`src/rtl/hazard_pkg.sv`:
```
// -----------------------------------------------------------------------------
// hazard_pkg
// Shared types and constants for the ID-stage issue/hazard unit.
//   hz_state_e : issue FSM states (FRESH bundle / REPLAY of a split bundle)
//   SB_CNT_W   : width of a per-register load scoreboard counter (LOAD_LAT <= 3)
//   slot_reg() : extract slot k's register field from a packed per-slot vector
// -----------------------------------------------------------------------------
package hazard_pkg;

    localparam int unsigned DEF_REG_AW  = 5;
    localparam int unsigned MAX_REG_AW  = 8;
    localparam int unsigned MAX_ISSUE_W = 4;
    localparam int unsigned SLOT_VEC_W  = MAX_ISSUE_W * MAX_REG_AW;
    localparam int unsigned SB_CNT_W    = 2;

    typedef enum logic [0:0] {
        FRESH  = 1'b0,
        REPLAY = 1'b1
    } hz_state_e;

    // Slot k's field starts at bit k*aw; shifting it to the bottom and keeping
    // MAX_REG_AW bits lets the caller truncate to its own register width.
    function automatic logic [MAX_REG_AW-1:0] slot_reg(
        input logic [SLOT_VEC_W-1:0] vec,
        input int unsigned           k,
        input int unsigned           aw
    );
        logic [SLOT_VEC_W-1:0] shifted;
        shifted = vec >> (k * aw);
        return shifted[MAX_REG_AW-1:0];
    endfunction

endpackage

```
`src/rtl/hazard_scoreboard.sv`:
```
// -----------------------------------------------------------------------------
// hazard_scoreboard
// Per-register load down-counters. A register is busy while its counter is
// non-zero. An issuing load to r (r != 0) reloads cnt[r] with LOAD_LAT; that
// reload takes priority over the free-running decrement.
// Ports:
//   clk, rst    : clock, synchronous active-high reset (clears all counters)
//   set_valid   : per-slot "issuing load" strobes
//   set_addr    : per-slot destination registers, slot s at [s*REG_AW +: REG_AW]
//   busy        : one busy bit per architectural register (bit 0 always 0)
// -----------------------------------------------------------------------------
module hazard_scoreboard
    import hazard_pkg::*;
#(
    parameter int unsigned NSET     = 2,
    parameter int unsigned REG_AW   = hazard_pkg::DEF_REG_AW,
    parameter int unsigned LOAD_LAT = 1
) (
    input  logic                     clk,
    input  logic                     rst,
    input  logic [NSET-1:0]          set_valid,
    input  logic [NSET*REG_AW-1:0]   set_addr,
    output logic [(2**REG_AW)-1:0]   busy
);

    localparam int unsigned NREG = 2 ** REG_AW;

    logic [SB_CNT_W-1:0] cnt_q [NREG];
    logic [SB_CNT_W-1:0] cnt_d [NREG];

    // Next counter values: decrement toward zero, reload on an issuing load.
    always_comb begin
        for (int unsigned r = 0; r < NREG; r++) begin
            if (cnt_q[r] != SB_CNT_W'(0)) begin
                cnt_d[r] = cnt_q[r] - SB_CNT_W'(1);
            end else begin
                cnt_d[r] = SB_CNT_W'(0);
            end
            for (int unsigned s = 0; s < NSET; s++) begin
                if (set_valid[s] && (r != 0) && (set_addr[s*REG_AW +: REG_AW] == REG_AW'(r))) begin
                    cnt_d[r] = SB_CNT_W'(LOAD_LAT);
                end else begin
                    cnt_d[r] = cnt_d[r];
                end
            end
        end
    end

    // Counter registers.
    always_ff @(posedge clk) begin
        for (int unsigned r = 0; r < NREG; r++) begin
            if (rst) begin
                cnt_q[r] <= SB_CNT_W'(0);
            end else begin
                cnt_q[r] <= cnt_d[r];
            end
        end
    end

    // Busy decode; register 0 is hard-wired never busy.
    always_comb begin
        busy = '0;
        for (int unsigned r = 1; r < NREG; r++) begin
            busy[r] = (cnt_q[r] != SB_CNT_W'(0));
        end
    end

endmodule

```
`src/rtl/issue_hazard_scoreboard.sv`:
```
// -----------------------------------------------------------------------------
// issue_hazard_scoreboard
// ID-stage issue unit for a W-wide in-order pipeline. Decides, per slot,
// whether to pass control to ID/EX or insert a NOP, based on a load
// scoreboard and older-slot RAW/WAW conflicts inside the bundle. A bundle
// that only partly issues is held in IF/ID and replayed with the issued
// slots masked off (REPLAY state).
// Ports:
//   clk, rst            : clock, synchronous active-high reset
//   flush               : redirect; squashes the current ID bundle
//   id_valid            : per-slot valid, bit 0 = oldest
//   id_rs/id_rt/id_rw   : per-slot register fields, slot k at [k*REG_AW +: REG_AW]
//   id_rs_rd/id_rt_rd   : slot really reads rs / rt
//   id_reg_write        : slot writes rw
//   id_memread          : slot is a load
//   slot_issue          : 1 = pass control, 0 = NOP
//   pc_en, if_id_en     : front-end advance enables
//   partial             : registered, high while in REPLAY
//   stall_cycles        : saturating count of full-stall cycles
// -----------------------------------------------------------------------------
module issue_hazard_scoreboard
    import hazard_pkg::*;
#(
    parameter int unsigned ISSUE_W  = 2,
    parameter int unsigned REG_AW   = hazard_pkg::DEF_REG_AW,
    parameter int unsigned LOAD_LAT = 1,
    parameter int unsigned CNT_W    = 32
) (
    input  logic                      clk,
    input  logic                      rst,
    input  logic                      flush,
    input  logic [ISSUE_W-1:0]        id_valid,
    input  logic [ISSUE_W*REG_AW-1:0] id_rs,
    input  logic [ISSUE_W*REG_AW-1:0] id_rt,
    input  logic [ISSUE_W*REG_AW-1:0] id_rw,
    input  logic [ISSUE_W-1:0]        id_rs_rd,
    input  logic [ISSUE_W-1:0]        id_rt_rd,
    input  logic [ISSUE_W-1:0]        id_reg_write,
    input  logic [ISSUE_W-1:0]        id_memread,
    output logic [ISSUE_W-1:0]        slot_issue,
    output logic                      pc_en,
    output logic                      if_id_en,
    output logic                      partial,
    output logic [CNT_W-1:0]          stall_cycles
);

    localparam int unsigned NREG = 2 ** REG_AW;

    hz_state_e          state_q, state_d;
    logic [ISSUE_W-1:0] done_mask_q, done_mask_d;
    logic [CNT_W-1:0]   stall_q, stall_d;

    logic [NREG-1:0]    busy;
    logic [ISSUE_W-1:0] eff;
    logic [ISSUE_W-1:0] sb_haz;
    logic [ISSUE_W-1:0] intra_haz;
    logic [ISSUE_W-1:0] can_issue;
    logic [ISSUE_W-1:0] sb_set;
    logic [REG_AW-1:0]  rs_a [ISSUE_W];
    logic [REG_AW-1:0]  rt_a [ISSUE_W];
    logic [REG_AW-1:0]  rw_a [ISSUE_W];
    logic               older_ok;

    // Unpack per-slot register fields.
    always_comb begin
        for (int unsigned k = 0; k < ISSUE_W; k++) begin
            rs_a[k] = REG_AW'(slot_reg(SLOT_VEC_W'(id_rs), k, REG_AW));
            rt_a[k] = REG_AW'(slot_reg(SLOT_VEC_W'(id_rt), k, REG_AW));
            rw_a[k] = REG_AW'(slot_reg(SLOT_VEC_W'(id_rw), k, REG_AW));
        end
    end

    // Hazard detection and in-order issue chain. A blocked effective slot
    // stops every younger slot; masked/invalid slots do not block.
    always_comb begin
        eff       = id_valid & ~done_mask_q;
        sb_haz    = '0;
        intra_haz = '0;
        can_issue = '0;
        older_ok  = 1'b1;
        for (int unsigned k = 0; k < ISSUE_W; k++) begin
            sb_haz[k] = (id_rs_rd[k] & busy[rs_a[k]]) | (id_rt_rd[k] & busy[rt_a[k]]);
            for (int unsigned i = 0; i < k; i++) begin
                if (eff[i] && id_reg_write[i] && (rw_a[i] != REG_AW'(0))) begin
                    if ((id_rs_rd[k] && (rs_a[k] == rw_a[i])) ||
                        (id_rt_rd[k] && (rt_a[k] == rw_a[i])) ||
                        (id_reg_write[k] && (rw_a[k] == rw_a[i]))) begin
                        intra_haz[k] = 1'b1;
                    end else begin
                        intra_haz[k] = intra_haz[k];
                    end
                end else begin
                    intra_haz[k] = intra_haz[k];
                end
            end
            can_issue[k] = eff[k] & ~sb_haz[k] & ~intra_haz[k] & older_ok;
            if (eff[k] && !can_issue[k]) begin
                older_ok = 1'b0;
            end else begin
                older_ok = older_ok;
            end
        end
    end

    // Outcome: outputs and next state. rst, then flush, override the issue result.
    always_comb begin
        slot_issue  = '0;
        pc_en       = 1'b1;
        if_id_en    = 1'b1;
        state_d     = state_q;
        done_mask_d = done_mask_q;
        stall_d     = stall_q;
        if (rst) begin
            state_d     = FRESH;
            done_mask_d = '0;
            stall_d     = '0;
        end else if (flush) begin
            state_d     = FRESH;
            done_mask_d = '0;
        end else if (can_issue == eff) begin
            slot_issue  = can_issue;
            state_d     = FRESH;
            done_mask_d = '0;
        end else if (can_issue == '0) begin
            pc_en    = 1'b0;
            if_id_en = 1'b0;
            if (stall_q != {CNT_W{1'b1}}) begin
                stall_d = stall_q + CNT_W'(1);
            end else begin
                stall_d = stall_q;
            end
        end else begin
            slot_issue  = can_issue;
            pc_en       = 1'b0;
            if_id_en    = 1'b0;
            state_d     = REPLAY;
            done_mask_d = done_mask_q | can_issue;
        end
    end

    // FSM, replay mask and stall counter registers.
    always_ff @(posedge clk) begin
        if (rst) begin
            state_q     <= FRESH;
            done_mask_q <= '0;
            stall_q     <= '0;
        end else begin
            state_q     <= state_d;
            done_mask_q <= done_mask_d;
            stall_q     <= stall_d;
        end
    end

    assign sb_set       = slot_issue & id_memread;
    assign partial      = (state_q == REPLAY);
    assign stall_cycles = stall_q;

    hazard_scoreboard #(
        .NSET     (ISSUE_W),
        .REG_AW   (REG_AW),
        .LOAD_LAT (LOAD_LAT)
    ) u_scoreboard (
        .clk       (clk),
        .rst       (rst),
        .set_valid (sb_set),
        .set_addr  (id_rw),
        .busy      (busy)
    );

endmodule

```
`config.mk`:
```
export PLATFORM = sky130hd
export DESIGN_NAME = issue_hazard_scoreboard
export DESIGN_NICKNAME = d
export VERILOG_FILES = /design/src/rtl/hazard_pkg.sv /design/src/rtl/hazard_scoreboard.sv /design/src/rtl/issue_hazard_scoreboard.sv
export SDC_FILE = /design/constraint.sdc
export NUM_CORES = 1
export LEC_CHECK = 0
export CORE_MARGIN = 2
export CORE_UTILIZATION = 51
export DETAILED_ROUTE_END_ITERATION = 12
export PLACE_DENSITY = 0.73
export SYNTH_ARGS = -nofsm -noshare
export SYNTH_HDL_FRONTEND = slang
export SYNTH_HIERARCHICAL = 1
export SYNTH_SLANG_ARGS = --single-unit
```
`constraint.sdc`:
```
create_clock -name clk -period 4.1 [get_ports clk]
set_input_delay 0.82 -clock clk [delete_from_list [all_inputs] [get_ports clk]]
set_output_delay 0.82 -clock clk [all_outputs]
set_load 0.05 [all_outputs]
```
[After elaboration in Yosys (flattened, before gate mapping)]
Memory sizes are Yosys's and may differ from the RTL's.
Index checks and enable logic that the tools add are counted.
Storage, ports and cells
  flip-flop bits (word level): 35
  bits in writable memories: 64
  output and inout bits: 37
  memories: 1
Operators by class
  add/subtract/negate cells: 33
  magnitude comparators: 4
  eq/ne operators: 67
  muxes and demuxes: 147
  bitwise logic cells: 51
  reduce and logical (&&, ||, !) cells: 107
Memory list
  u_scoreboard.cnt_q: depth 32, width 2, read ports 32, clocked after memory_dff 0, wr ports 32, RTL line hazard_scoreboard.sv:28  | logic [SB_CNT_W-1:0] cnt_q [NREG];
Operator list (number)
  2-bit two-way mux: 130
  5-bit equality test (second input constant): 32
  5-bit by 4-bit equality test with 1-bit output (second input constant): 16
  1-bit logical AND: 68
  2-bit nonzero test: 32
  2-bit by 1-bit subtractor with 2-bit output (second input constant): 32
  5-bit by 3-bit equality test with 1-bit output (second input constant): 8
  1-bit bitwise OR: 34
  32-bit by 1-bit adder with 32-bit output (second input constant): 1
  32-bit != test (second input constant): 1
  5-bit by 6-bit < comparator with 1-bit output (second input constant): 4
  1-bit binary-select mux with 5-bit select: 4
  5-bit by 2-bit equality test with 1-bit output (second input constant): 4
  5-bit equality test: 3
  1-bit two-way mux: 13
  5-bit by 1-bit equality test with 1-bit output (second input constant): 2
  1-bit AND: 8
  1-bit inverter: 5
  5-bit nonzero test: 1
  2-bit AND: 2
  4-bit AND reduction: 1
  3-bit OR reduction: 1
  2-bit equality test: 1
  2-bit logical NOT: 1
  4 further kinds: 5

[Depth between registers and ports, before layout]
Gate-level depths: netlist of the first run.
An unclocked memory read counts as a cell.
  depth after elaboration: 22
  depth in mapped cells: 14
  gate-level depth less buffers: 13

[Hierarchy]
Netlist of the first run, hierarchy kept.
By module, submodules not included
  hazard_scoreboard: times used 1, cells an instance 423, area an instance 4171.5 um2, seq. area each 1241.2 um2
  issue_hazard_scoreboard: times used 1, cells an instance 389, area an instance 3323.2 um2, seq. area each 700.7 um2

[Worst setup path after synthesis of the first run]
Ideal clock, no wire load.
  path kind: input to register
  start: input id_rt[5]
  end: memory u_scoreboard.cnt_q[3][1], in the netlist u_scoreboard/cnt_q[0][7]
  setup time: 150 ps
  data arrival time: 4338 ps
  required time: 3950 ps
  setup slack: -389 ps
  cell stages on the path: 11
  path buffers: 2
  cell sequence: buf_2 mux4_2 nor3b_1 o21ai_0 and4_1 or4_4 nor4_2 and2_1 buf_2 nor4b_2 a221oi_1
RTL lines
  start: declaration: RTL line issue_hazard_scoreboard.sv:34  | input logic [ISSUE_W*REG_AW-1:0] id_rt,
  end: declaration: RTL line hazard_scoreboard.sv:28

[Worst setup path after layout of the first run]
  start: input id_rt[9]
  end: output pc_en
Between the ends
  word-level cells in the longest chain between the ends: 13
  elaborated cells between the ends (all ways): 19
  classes of those cells: eq/ne: 2; mux: 7; bitwise: 7; reduce/logical: 3
Ends and longest elaborated chain
  parallel branches: the longest is 7 deep, another holds 1-bit binary-select mux with 5-bit select
  1-bit AND (*) (2 in series): RTL line issue_hazard_scoreboard.sv:96  | can_issue[k] = eff[k] & ~sb_haz[k] & ~intra_haz[k] & older_ok;
  2-bit equality test (*): RTL line issue_hazard_scoreboard.sv:120  | end else if (can_issue == eff) begin
  1-bit two-way mux (*): RTL line issue_hazard_scoreboard.sv:120
  1-bit two-way mux (*): RTL line issue_hazard_scoreboard.sv:117  | end else if (flush) begin
  1-bit two-way mux (*): RTL line issue_hazard_scoreboard.sv:113  | if (rst) begin
  end: declaration: RTL line issue_hazard_scoreboard.sv:41  | output logic pc_en,
Every way passes the cells marked *. The select of a mux whose other input is x is not followed.

==> results of run 1 <==
## cells in the mapped netlist, types with 5 or more instances
library cell	number	area [um2]
buf_2	15	75.1
buf_6	11	124
nand3b_1	7	52.6
nor2_1	21	78.8
a21oi_1	29	145
and2_1	6	37.5
clkbuf_2	5	25.0
nand3_1	39	195
inv_1	102	383
or3_1	48	300
xor2_1	11	96.3
and4bb_2	5	62.6
a221oi_2	28	420
nand4b_1	6	52.6
o221ai_2	7	105
nand2b_1	36	225
mux2i_1	34	340
o21ai_1	16	80.1
ha_1	63	788
buf_4	8	60.1
and4b_1	6	60.1
o31ai_1	9	67.6
or4_1	11	82.6
dfxtp_1	97	1940
clkbuf_1	14	52.6
nor3_1	6	30.0
xnor2_1	6	52.6
nand2_1	12	45.0
nor4_1	7	43.8
nand4bb_1	6	67.6
mux4_2	14	315
nor2b_1	21	131
nand4_1	10	62.6
a22oi_1	8	60.1
o221ai_1	25	219
## state kept, by name, indices dropped and copies added, names as in the netlist
register and cells:
u_scoreboard/cnt_q 62, stall_cycles 32, partial 1, done_mask_q 2
## report_power, final
group	switching, W	internal (W)
Sequential	0.00000361	0.000947
Clock	0.000381	0.000417
Combinational	0.000195	0.000161
Total	0.000579	0.00152
## kinds of logic after synthesis
kind of cell | synth area share (%)
other | 0.0500
XOR/XNOR | 1.99
adder cells (fa/ha/maj) | 10.5
AO/OA/AOI/OAI | 17.8
AND/OR/NAND/NOR | 24.2
multiplexers | 9.90
buffers and inverters | 9.65
flip-flops | 25.9
## per-layer routing
layer | up-vias | wire length (um) | track usage (%)
met1 | 3226 | 9190 | 35.0
met5 | - | 0 | 0
li1 | 3174 | - | -
met2 | 259 | 10200 | 45.0
met3 | 46 | 1180 | 3.89
met4 | 0 | 606 | 9.74
## critical path: stages
cell and delay, ns:
clkdlybuf4s50_1 0.51, buf_6 0.16, mux4_2 0.29, a21oi_1 0.16
nand4_1 0.11, and4_1 0.22, or4_4 0.47, a22oi_2 0.15
buf_4 0.17, buf_12 0.14
## stage by stage
stage	hold WS [ns]	power, W	util [%]	cells
2_1_floorplan	0.416	0.00118	-	812
3_3_place_gp	0.427	0.00131	59.9	1069
3_5_place_dp	0.427	0.00131	59.9	1069
4_1_cts	0.437	0.00211	62.2	1088
5_1_grt	0.481	0.00218	62.6	1090
6_report	0.437	0.00210	62.6	1090
## cells in the final DEF (no fill, tap or decap), types with 5 or more instances in the layout
cell / n
nand2_1: 12
nand3_1: 39
a22oi_1: 8
nor2_1: 21
nor2b_1: 21
or3_1: 48
o221ai_2: 7
inv_1: 102
mux4_2: 14
or4_1: 11
and4b_1: 6
and4bb_2: 5
nand3b_1: 7
nand4b_1: 6
ha_1: 63
dfxtp_1: 97
xnor2_1: 6
o21ai_1: 16
o221ai_1: 25
nand2b_1: 36
and2_1: 6
a21oi_1: 29
clkbuf_16: 10
a221oi_2: 28
clkdlybuf4s50_1: 69
nand4_1: 10
nor4_1: 7
nor3_1: 5
nand4bb_1: 6
buf_12: 9
mux2i_1: 34
o31ai_1: 9
xor2_1: 11
buf_4: 44
## final cells by class
cell class | instances | area [um2]
fillers | 1266 | 5400
multi-input cells | 559 | 4860
flip-flops and latches | 97 | 1940
repair buffers | 132 | 1340
inverters | 102 | 383
clock buffers | 11 | 233
well taps | 184 | 230
clock inverters | 5 | 40.0
## what timing repair did
item / in CTS / in global routing
endpoints found under the setup margin: 3 / 4
resized for setup: 2 / 10
cloned: 1 / 1
setup buffers: 2 / 1
pin swaps: 2 / 1
## worst max-delay path by stage
| stage | start | end | depth (start not counted) |
|---|---|---|---|
| after floorplan | id_rt[5] | pc_en | 8 |
| after global placement | id_rt[6] | if_id_en | 9 |
| after detailed placement | id_rt[6] | pc_en | 9 |
| after CTS | id_rt[1] | slot_issue[1] | 10 |
| after global routing | id_rt[9] | slot_issue[1] | 10 |
| final | id_rt[9] | pc_en | 10 |
==> out/metrics.cfg, run 1 <==
[die]
rows=44
core_area_mm2=0.0144
dieArea_mm2=0.0157
initial_core_util_pct=52.0
fp.dieW_um=125
dieHeight_um=125
ioPinCount=80

[timing]
max_freq_mhz=248
setup_tns_ns=0
finalSetupViolations=0
worst_clock_skew_ns=0.00976
fin_ws_ns=0.0680
slew_headroom_pct=40.3
maxSlewViolCount=0
finalCriticalPeriod_ns=4.03
worst_pin_slew_ns=0.892
finalHoldViolCount=0
rsz0062_at_grt=false
period_share_pct=98.3

[min_path]
hold_depth=2
hp-start=done_mask_q[1]
worstHoldEndpoint=done_mask_q[1]
hold_class=reg -> reg

[synthesis]
avgSynthCellArea_um2=9.23
ys.flop_type=dfxtp_1
async_flop_share_pct=0
synth_fp_nets=918
syn_area_mm2=0.00749
yosysUniqueCellTypes=73
synth_edf_count=0
ys_seq_area_share_pct=25.9
ys_ff_latch=97
synth_cells=812
yosysWarningCount=6

[setup_path]
critPathKind=in -> out
reg2reg_slack_ns=0.47
crit_path_end_kind=output port
r2r_start=u_scoreboard/cnt_q[2][10]
crit_path_start_kind=input port
r2r-end=u_scoreboard/cnt_q[0][6]
reg2reg_depth=13
critPathArrivalTime_ns=3.21
path_max_fanout=9
cp.required_ns=3.28

[route]
dr.first_iter.drc_count=704
wl_per_cell_um=19.4
vias=6705
ant_nets=0
avgViaCountPerCell=6.15
drc=0
dr.pass1.iters=5
wl_mm=21.1

[cts]
cts-root-buf=clkbuf_16
clock-sinks=97
cts_tree=built
clockBufferDepth=2
cts_hold_buf=0
cts-buffers-inserted=9
clkTransAtPathRegs_ns=0.06
htree_levels=3
clock_latency_ns=0.35

[job]
drv_cap=0

[global_route]
grt_max_degree=62
grt.total_usage_pct=26.7
grt.overflow.total=0
antenna_found_initial=0
grt_pass1_wl_mm=34.0
first_global_vias=6394

[placed_design]
port_buffers=79
hpwl_mm=15.3
place_area_mm2=0.00865
pre_cts_ws_ns=-0.227
gp_congestion=0.937

[final_layout]
diodes=0
num-nets-final=1007
syn_to_final_growth_pct=20.5
final_area_mm2=0.00903
drive_above_1_share_pct=16.8

[power]
vdd.ir_drop.worst_mv=0.210
powerDensity_mw_per_mm2=233
leakage_nw=3.59

[outcome]
status=complete, no violations

Note: power is estimated with default switching activity, not from simulation.
==> inputs of run 2 (changes only) <==
--- a/config.mk
+++ b/config.mk
@@ -5,6 +5,7 @@
 export SDC_FILE = /design/constraint.sdc
 export NUM_CORES = 1
 export LEC_CHECK = 0
+export CAP_MARGIN = 20
 export CORE_MARGIN = 2
 export CORE_UTILIZATION = 51
 export DETAILED_ROUTE_END_ITERATION = 12
==> results of run 2 <==
The final DEF is identical to that of run 1; final timing and power are the same.
